--- src/rtl/rpm_band_moore.sv ---
// rpm_band_moore: tachometer edge counter over a fixed window, feeding a
// four-band Moore classifier with downward hysteresis.
//
// Ports:
//   clk          system clock, rising edge
//   reset        asynchronous active-low reset
//   A            engine on (1) / off (0), synchronous to clk
//   pulse        raw tachometer pulse, asynchronous to clk
//   C            revolution band 00 idle / 01 low / 10 mid / 11 high (registered)
//   rpm_count    edge count of the last completed window
//   sample_valid 1-cycle strobe, rpm_count updated
//   band_change  1-cycle strobe, C changed this cycle
module rpm_band_moore #(
  parameter int unsigned WINDOW_CYCLES = 1000,
  parameter int unsigned CNT_W         = 16,
  parameter int unsigned TH1           = 10,
  parameter int unsigned TH2           = 25,
  parameter int unsigned TH3           = 40,
  parameter int unsigned HYST          = 2
) (
  input  logic             clk,
  input  logic             reset,
  input  logic             A,
  input  logic             pulse,
  output logic [1:0]       C,
  output logic [CNT_W-1:0] rpm_count,
  output logic             sample_valid,
  output logic             band_change
);

  localparam int unsigned WIN_W = (WINDOW_CYCLES > 1) ? $clog2(WINDOW_CYCLES) : 1;

  localparam logic [WIN_W-1:0] WIN_LAST = WIN_W'(WINDOW_CYCLES - 1);
  localparam logic [CNT_W-1:0] CNT_MAX  = '1;
  localparam logic [CNT_W-1:0] TH1_UP   = CNT_W'(TH1);
  localparam logic [CNT_W-1:0] TH2_UP   = CNT_W'(TH2);
  localparam logic [CNT_W-1:0] TH3_UP   = CNT_W'(TH3);
  localparam logic [CNT_W-1:0] TH1_DN   = CNT_W'(TH1 - HYST);
  localparam logic [CNT_W-1:0] TH2_DN   = CNT_W'(TH2 - HYST);
  localparam logic [CNT_W-1:0] TH3_DN   = CNT_W'(TH3 - HYST);

  typedef enum logic [1:0] {
    S00 = 2'b00,
    S01 = 2'b01,
    S10 = 2'b10,
    S11 = 2'b11
  } state_t;

  state_t           state;
  state_t           state_next;
  logic             s1, s2, s3;
  logic             pulse_edge;
  logic             close_c;
  logic [WIN_W-1:0] win_cnt;
  logic [CNT_W-1:0] edge_cnt;
  logic [CNT_W-1:0] n_c;

  // Two-flop synchronizer plus an edge-detect flop; keeps running while A=0
  always_ff @(posedge clk or negedge reset) begin
    if (!reset) begin
      s1 <= 1'b0;
      s2 <= 1'b0;
      s3 <= 1'b0;
    end else begin
      s1 <= pulse;
      s2 <= s1;
      s3 <= s2;
    end
  end

  assign pulse_edge = s2 & ~s3;
  assign close_c    = (win_cnt == WIN_LAST);

  // Saturating count including an edge detected in the current cycle
  always_comb begin
    n_c = edge_cnt;
    if (pulse_edge && (edge_cnt != CNT_MAX)) n_c = edge_cnt + CNT_W'(1);
  end

  // Window / edge counters and the sampled count; A=0 clears and holds them
  always_ff @(posedge clk or negedge reset) begin
    if (!reset) begin
      win_cnt      <= '0;
      edge_cnt     <= '0;
      rpm_count    <= '0;
      sample_valid <= 1'b0;
      band_change  <= 1'b0;
    end else begin
      band_change <= (state_next != state);
      if (!A) begin
        win_cnt      <= '0;
        edge_cnt     <= '0;
        rpm_count    <= '0;
        sample_valid <= 1'b0;
      end else begin
        sample_valid <= close_c;
        if (close_c) begin
          win_cnt   <= '0;
          edge_cnt  <= '0;
          rpm_count <= n_c;
        end else begin
          win_cnt  <= win_cnt + WIN_W'(1);
          edge_cnt <= n_c;
        end
      end
    end
  end

  // FSM state register
  always_ff @(posedge clk or negedge reset) begin
    if (!reset) state <= S00;
    else        state <= state_next;
  end

  // Next state: evaluated only at window close, at most one band step
  always_comb begin
    state_next = state;
    if (!A) begin
      state_next = S00;
    end else if (close_c) begin
      case (state)
        S00: if (n_c >= TH1_UP) state_next = S01;
        S01: begin
          if (n_c >= TH2_UP)      state_next = S10;
          else if (n_c < TH1_DN)  state_next = S00;
        end
        S10: begin
          if (n_c >= TH3_UP)      state_next = S11;
          else if (n_c < TH2_DN)  state_next = S01;
        end
        S11: if (n_c < TH3_DN)  state_next = S10;
        default: state_next = S00;
      endcase
    end
  end

  // Moore output: band code is the state itself
  always_comb begin
    C = state;
  end

endmodule

--- config.mk ---
export PLATFORM = sky130hd
export DESIGN_NAME = rpm_band_moore
export DESIGN_NICKNAME = d
export VERILOG_FILES = /design/src/rtl/rpm_band_moore.sv
export SDC_FILE = /design/constraint.sdc
export NUM_CORES = 1
export LEC_CHECK = 0
export CORE_ASPECT_RATIO = 1.5
export CORE_UTILIZATION = 66
export CTS_BUF_LIST = sky130_fd_sc_hd__clkbuf_4
export CTS_CLUSTER_DIAMETER = 30
export DETAILED_ROUTE_END_ITERATION = 10
export DONT_BUFFER_PORTS = 1
export GPL_ROUTABILITY_DRIVEN = 1
export PLACE_DENSITY = 0.8
export SYNTH_ARGS = -nofsm -noshare
export SYNTH_HDL_FRONTEND = slang
export SYNTH_SLANG_ARGS = --single-unit
--- constraint.sdc ---
create_clock -name clk -period 3.29 [get_ports clk]
set_input_delay 0.329 -clock clk [delete_from_list [all_inputs] [get_ports clk]]
set_output_delay 0.329 -clock clk [all_outputs]
set_load 0.01 [all_outputs]
==> impl_metrics.env, run 1 <==
export IMPL_grt_pass1_vias=2169
export IMPL_final_util=0.737
export IMPL_globalRouteOverflowTotal=0
export IMPL_initial_core_util=0.700
export IMPL_maxSlewViolCount=0
export IMPL_die_h_um=82.1
export IMPL_synth_cells=308
export IMPL_synth_nets=314
export IMPL_yosysUniqueCellTypes=61
export IMPL_p_leak_nw=1.33
export IMPL_drv_cap=0
export IMPL_drt_initial_drc_count=115
export IMPL_fin_setup_tns_ns=0
export IMPL_dp_cells=339
export IMPL_synth_edf_count=0
export IMPL_cts_sinks=49
export IMPL_drive_gt1_frac=0.0820
export IMPL_gp_congestion=0.938
export IMPL_worst_pin_slew_ns=0.780
export IMPL_arrival_ns=3.18
export IMPL_period_needed_ns=2.87
export IMPL_syn_to_final_growth_pct=5.28
export IMPL_fin_area_sq_um=2970
export IMPL_skew_ns=0.0101
export IMPL_p_clk_frac=0.352
export IMPL_fmax_mhz=348
export IMPL_hold_class="in -> reg"
export IMPL_postSynth_asyncResetShare=1.00
export IMPL_cts_made_buffers=5
export IMPL_insertion_delay_ns=0.37
export IMPL_antenna_found_initial=0
export IMPL_core_sq_um=4030
export IMPL_switching_power_w=0.000239
export IMPL_clk_pin_slew_ns=0.15
export IMPL_dpl_cell_area_sq_um=2840
export IMPL_grt_max_degree=50
export IMPL_power_frac_comb=0.048
export IMPL_hold_ws_ns=0.0595
export IMPL_dr_pass1_iters=4
export IMPL_rsz0062_at_grt="no"
export IMPL_die_area_sq_um=4550
export IMPL_drc_errors=0
export IMPL_routedWlPerCell_um=17.7
export IMPL_worstPathRequired_ns=3.60
export IMPL_drt_wl_total_um=6180
export IMPL_cts_max_level=2
export IMPL_clockBufferDepth=2
export IMPL_setup_viol=0
export IMPL_ant_nets=0
export IMPL_syn_cell_area_sq_um=2820
export IMPL_worstSetupStartpointType="register"
export IMPL_finalCritPeriodShare=0.873
export IMPL_ys_flop_type="dfrtp_1"
export IMPL_via_per_inst=6.45
export IMPL_cts_tree="yes"
export IMPL_worst_setup_path_type="reg -> reg"
export IMPL_yosysWarnings=0
export IMPL_powerDensity_nw_per_um2=346
export IMPL_port_buffers=0
export IMPL_diodes=0
export IMPL_postCtsSetupRepairBufs=0
export IMPL_ys_seq_area_frac=0.435
export IMPL_finalNonFillerCells=350
export IMPL_fin_nets=310
export IMPL_hold_viol=0
export IMPL_num_vias=2256
export IMPL_synth_seq_cells=49
export IMPL_cts_resized=0
export IMPL_avgSynthCellArea_sq_um=9.16
export IMPL_track_usage=0.291
export IMPL_seq_power_share=0.600
export IMPL_ir_drop_v=0.000344
export IMPL_crit_path_end_kind="register"
export IMPL_final_common_cell="dfrtp_1"
export IMPL_final_cell_mix="dfrtp_1 (49), nor2_1 (37), nand2_1 (32)"
export IMPL_outcome="finished clean"
export IMPL_switching_share=0.233
export IMPL_crit_path_max_fanout=8
export IMPL_clockRootBuffer="clkbuf_4"
export IMPL_io_pins=24
export IMPL_rows=28
export IMPL_relSlewSlack=0.479
export IMPL_hpwl_um=4360
export IMPL_grt_first_pass_wirelength_um=10200
export IMPL_p_int_w=0.000787
export IMPL_die_w_um=55.4
-- kinds of logic (layout without fill, tap and decap cells) --
| kind of cell | after synthesis | after routing | share of synthesized area |
|---|---|---|---|
| and+or+nand+nor | 146 | 146 | 0.279 |
| AOI/OAI and AO/OA | 62 | 62 | 0.167 |
| DFF | 49 | 49 | 0.435 |
| buffers and inverters | 28 | 25 | 0.0443 |
| xor gates and xnor gates | 19 | 19 | 0.0590 |
| adders and majority gates | 2 | 2 | 0.00887 |
| muxes | 2 | 2 | 0.00710 |
-- power by group through the flow --
stage | Clock, W | Combinational (W) | Sequential (W)
2_1_floorplan | 0 | 0.0000272 | 0.000625
3_3_place_gp | 0 | 0.0000314 | 0.000627
4_1_cts | 0.000374 | 0.0000500 | 0.000615
5_1_grt | 0.000391 | 0.0000555 | 0.000617
3_5_place_dp | 0 | 0.0000319 | 0.000627
6_report | 0.000362 | 0.0000490 | 0.000616
-- area by class of cell --
cell class,count,area [sq um]
timing repair buffer,11,108
clock inverter,3,43.8
sequential,49,1230
fill,303,1060
clock buffer,5,37.5
multi-input combinational,231,1480
inverter,6,22.5
tap,45,56.3
-- timing repair --
item                                    CTS  global route
hold buffers                              3             0
endpoints found under the setup margin    0             0
endpoints found under the hold margin    50             0
-- worst max-delay path: stages (launching register included) --
cell and delay (ns):
dfrtp_1 0.49, ha_1 0.21, nand3_1 0.17, or4_1 0.71, a41oi_2 0.24, a21oi_1 0.12
a2111oi_2 0.37, o21ai_1 0.16, and4_4 0.23, o211ai_2 0.12
-- metal layers --
layer / vias to the layer above / part of all wire / track usage
li1: 1097 / - / -
met1: 1089 / 0.42 / 0.351
met2: 54 / 0.53 / 0.514
met3: 16 / 0.030 / 0.0457
met4: 0 / 0.025 / 0.135
met5: - / 0 / 0
-- Yosys cell counts (3+ instances only) --
master | number | area [sq um]
dfrtp_1 | 49 | 1230
nor2_1 | 37 | 139
nand2_1 | 32 | 120
nand3_1 | 16 | 80.1
and2_1 | 12 | 75.1
clkbuf_1 | 12 | 45.0
nor3_1 | 11 | 55.1
o21ai_0 | 11 | 55.1
xnor2_1 | 10 | 87.6
a21oi_1 | 9 | 45.0
xor2_1 | 9 | 78.8
o211a_1 | 8 | 80.1
buf_2 | 6 | 30.0
inv_1 | 6 | 22.5
nand4_1 | 5 | 31.3
nor2b_1 | 5 | 31.3
nor4_1 | 4 | 25.0
and3_1 | 3 | 18.8
and4_1 | 3 | 26.3
nand4b_1 | 3 | 26.3
o21ai_1 | 3 | 15.0
o41ai_1 | 3 | 26.3
-- flip-flops by register name, indices dropped and copies added (netlist names) --
signal        cells
edge_cnt         16
s2                1
s3                1
C                 2
s1                1
win_cnt          10
band_change       1
rpm_count        16
sample_valid      1
-- final timing paths --
kind / startpoint / to / slack [ns] / cells after the start
setup reg to reg: edge_cnt[1] / band_change / 0.42 / 9
setup / recovery: edge_cnt[1] / band_change / 0.42 / 9
hold reg to reg: s1 / s2 / 0.37 / 0
min in group asynchronous: reset / edge_cnt[4] / 0.45 / 2
hold / removal: A / rpm_count[3] / 0.06 / 1
max in group asynchronous: reset / rpm_count[12] / 2.62 / 2
-- stage by stage --
| stage | setup slack (ns) | power [W] |
|---|---|---|
| after floorplan | 0.611 | 0.000653 |
| after global placement | 0.519 | 0.000658 |
| after detailed placement | 0.474 | 0.000659 |
| after CTS | 0.431 | 0.00104 |
| after global routing | 0.167 | 0.00106 |
| final | 0.419 | 0.00103 |
Note: power is estimated with default switching activity, not from simulation.
==> inputs of run 2 (changes only) <==
ABC_AREA = 1   (was unset)
CORE_ASPECT_RATIO = unset   (was 1.5)
==> run 2 against run 1 <==
Compared with the run above:
- flip-flop and latch count is the same
- via count rose by 7.2%
- sequential share of layout area up 0.62 points
- critical path type unchanged
- largest cell class unchanged
- clock skew grew 0.0040 ns
==> impl_metrics.env, run 2 <==
export IMPL_dr_pass1_iters=4
export IMPL_synth_top_area_share=0.439
export IMPL_avgSynthCellArea_sq_um=7.28
export IMPL_worstSetupStartpointType="register"
export IMPL_finalCritPeriodShare=0.813
export IMPL_yosysTopAreaCell="dfrtp_1"
export IMPL_drc_errors=0
export IMPL_ys_top_cells_by_area="dfrtp_1 (44%), nand2_1 (16%), nor2_1 (7.1%)"
export IMPL_switching_power_w=0.000293
export IMPL_hold_viol=0
export IMPL_postSynth_asyncResetShare=1.00
export IMPL_syn_to_final_growth_pct=4.75
export IMPL_drv_cap=0
export IMPL_power_frac_comb=0.124
export IMPL_yosysUniqueCellTypes=26
export IMPL_globalRouteOverflowTotal=0
export IMPL_synth_nets=390
export IMPL_setup_viol=0
export IMPL_grt_max_degree=50
export IMPL_initial_core_util=0.693
export IMPL_insertion_delay_ns=0.37
export IMPL_gp_congestion=0.947
export IMPL_track_usage=0.305
export IMPL_yosysWarnings=0
export IMPL_fin_setup_tns_ns=0
export IMPL_hold_class="in -> reg"
export IMPL_reg_top3="edge_cnt x16, rpm_count x16, win_cnt x10"
export IMPL_synth_common_cells="nand2_1 (118), nor2_1 (53), dfrtp_1 (49), inv_1 (46), o21ai_0 (23)"
export IMPL_fin_nets=395
export IMPL_hpwl_um=4480
export IMPL_fmax_mhz=374
export IMPL_clk_pin_slew_ns=0.14
export IMPL_p_clk_frac=0.262
export IMPL_diodes=0
export IMPL_final_common_cell="nand2_1"
export IMPL_hold_ws_ns=0.329
export IMPL_period_needed_ns=2.67
export IMPL_relSlewSlack=0.521
export IMPL_grt_pass1_vias=2219
export IMPL_synth_seq_cells=49
export IMPL_switching_share=0.286
export IMPL_drt_initial_drc_count=188
export IMPL_outcome="finished clean"
export IMPL_clockRootBuffer="clkbuf_4"
export IMPL_maxSlewViolCount=0
export IMPL_p_int_w=0.000730
export IMPL_die_area_sq_um=4500
export IMPL_skew_ns=0.0141
export IMPL_worst_setup_path_type="reg -> reg"
export IMPL_cts_tree="yes"
export IMPL_cts_sinks=49
export IMPL_drt_wl_total_um=6130
export IMPL_final_cell_mix="nand2_1 (118), nor2_1 (53), dfrtp_1 (49)"
export IMPL_clockBufferDepth=2
export IMPL_synth_edf_count=0
export IMPL_rows=23
export IMPL_worst_pin_slew_ns=0.718
export IMPL_ys_flop_type="dfrtp_1"
export IMPL_die_h_um=67.1
export IMPL_cts_made_buffers=5
export IMPL_rsz0062_at_grt="no"
export IMPL_antenna_found_initial=0
export IMPL_core_sq_um=4030
export IMPL_port_buffers=0
export IMPL_routedWlPerCell_um=14.0
export IMPL_yosysMostFrequentCell="nand2_1"
export IMPL_worstPathRequired_ns=3.54
export IMPL_seq_power_share=0.615
export IMPL_via_per_inst=5.51
export IMPL_ant_nets=0
export IMPL_arrival_ns=2.93
export IMPL_cts_max_level=2
export IMPL_crit_path_max_fanout=12
export IMPL_drive_gt1_frac=0.103
export IMPL_ys_seq_area_frac=0.439
export IMPL_powerDensity_nw_per_um2=349
export IMPL_grt_first_pass_wirelength_um=10100
export IMPL_num_vias=2419
export IMPL_postCtsSetupRepairBufs=0
export IMPL_p_leak_nw=1.44
export IMPL_crit_path_end_kind="register"
export IMPL_die_w_um=67.1
export IMPL_io_pins=24
export IMPL_synth_cells=384
export IMPL_syn_cell_area_sq_um=2790
export IMPL_ir_drop_v=0.000316
-- run 2: cell types whose count changed in the layout (fill, tap and decap cells not counted), moves of 12 or more --
| cell | before | now |
|---|---|---|
| nand2_1 | 32 | 118 |
| inv_1 | 6 | 46 |
| nor2_1 | 37 | 53 |
| and2_1 | 12 | 0 |
| nand2_2 | 0 | 12 |
| o21ai_0 | 11 | 23 |
-- run 2: cell families after synthesis --
| group | share of synthesized area |
|---|---|
| buffers and inverters | 0.0793 |
| adder cells (fa/ha/maj) | 0.00896 |
| flip-flops | 0.439 |
| AO/OA/AOI/OAI | 0.0703 |
| XOR/XNOR | 0.0157 |
| AND/OR/NAND/NOR | 0.387 |
-- run 2: timing repair --
item	4_1_cts	5_1_grt
gates resized for setup	0	0
hold buffers	3	0
endpoints found under the hold margin	50	0
-- run 2: path summary, 6_finish.rpt --
kind | end | start | depth (start not counted) | slack [ns]
max | C[0] | edge_cnt[0] | 16 | 0.62
min | sample_valid | A | 3 | 0.33
max reg2reg | C[0] | edge_cnt[0] | 16 | 0.62
min reg2reg | s2 | s1 | 0 | 0.37
max in group asynchronous | win_cnt[5] | reset | 2 | 2.60
min in group asynchronous | rpm_count[5] | reset | 2 | 0.45
-- run 2: final cells by class --
| class | count | area (sq um) |
|---|---|---|
| tap | 50 | 62.6 |
| multi-input combinational | 280 | 1350 |
| sequential | 49 | 1230 |
| clock buffer | 5 | 37.5 |
| inverter | 48 | 180 |
| clock inverter | 2 | 11.3 |
| timing repair buffer | 5 | 62.6 |
| fill | 336 | 1100 |
-- run 2: power by group through the flow --
stage	clock, W	combinational [W]	sequential [W]
floorplan	0	0.0000887	0.000636
global placement	0	0.000107	0.000639
detailed placement	0	0.000109	0.000640
CTS	0.000267	0.000127	0.000628
global route	0.000289	0.000144	0.000630
finish	0.000268	0.000127	0.000628
-- run 2: worst max-delay path: stages (launching register included) --
cell,delay (ns)
dfrtp_1,0.45
ha_1,0.26
inv_1,0.10
nor2_4,0.15
nand2_4,0.08
o21ai_4,0.36
nand2_1,0.13
nand2_2,0.17
clkinv_1,0.13
a21oi_1,0.16
nand2_1,0.08
nor2_1,0.08
nor2_1,0.04
nor2_1,0.08
nand2_1,0.09
nand2_2,0.07
o21ai_0,0.10
-- run 2: through the flow --
step | cells | power, W | setup slack (ns) | instance area (sq um) | utilization
floorplan | 384 | 0.000725 | 1.13 | 2790 | -
global placement | 429 | 0.000747 | 0.750 | 2830 | 0.702
detailed placement | 429 | 0.000748 | 0.684 | 2830 | 0.702
CTS | 439 | 0.00102 | 0.650 | 2930 | 0.726
finish | 439 | 0.00102 | 0.616 | 2930 | 0.726
global route | 439 | 0.00106 | 0.359 | 2930 | 0.726
-- run 2: routing by layer --
| metal | part of all wire | wire length, um | GRT usage |
|---|---|---|---|
| met1 | 0.44 | 2690 | 0.397 |
| met5 | 0 | 0 | 0 |
| met3 | 0.060 | 366 | 0.0565 |
| met2 | 0.48 | 2950 | 0.499 |
| met4 | 0.020 | 125 | 0.114 |
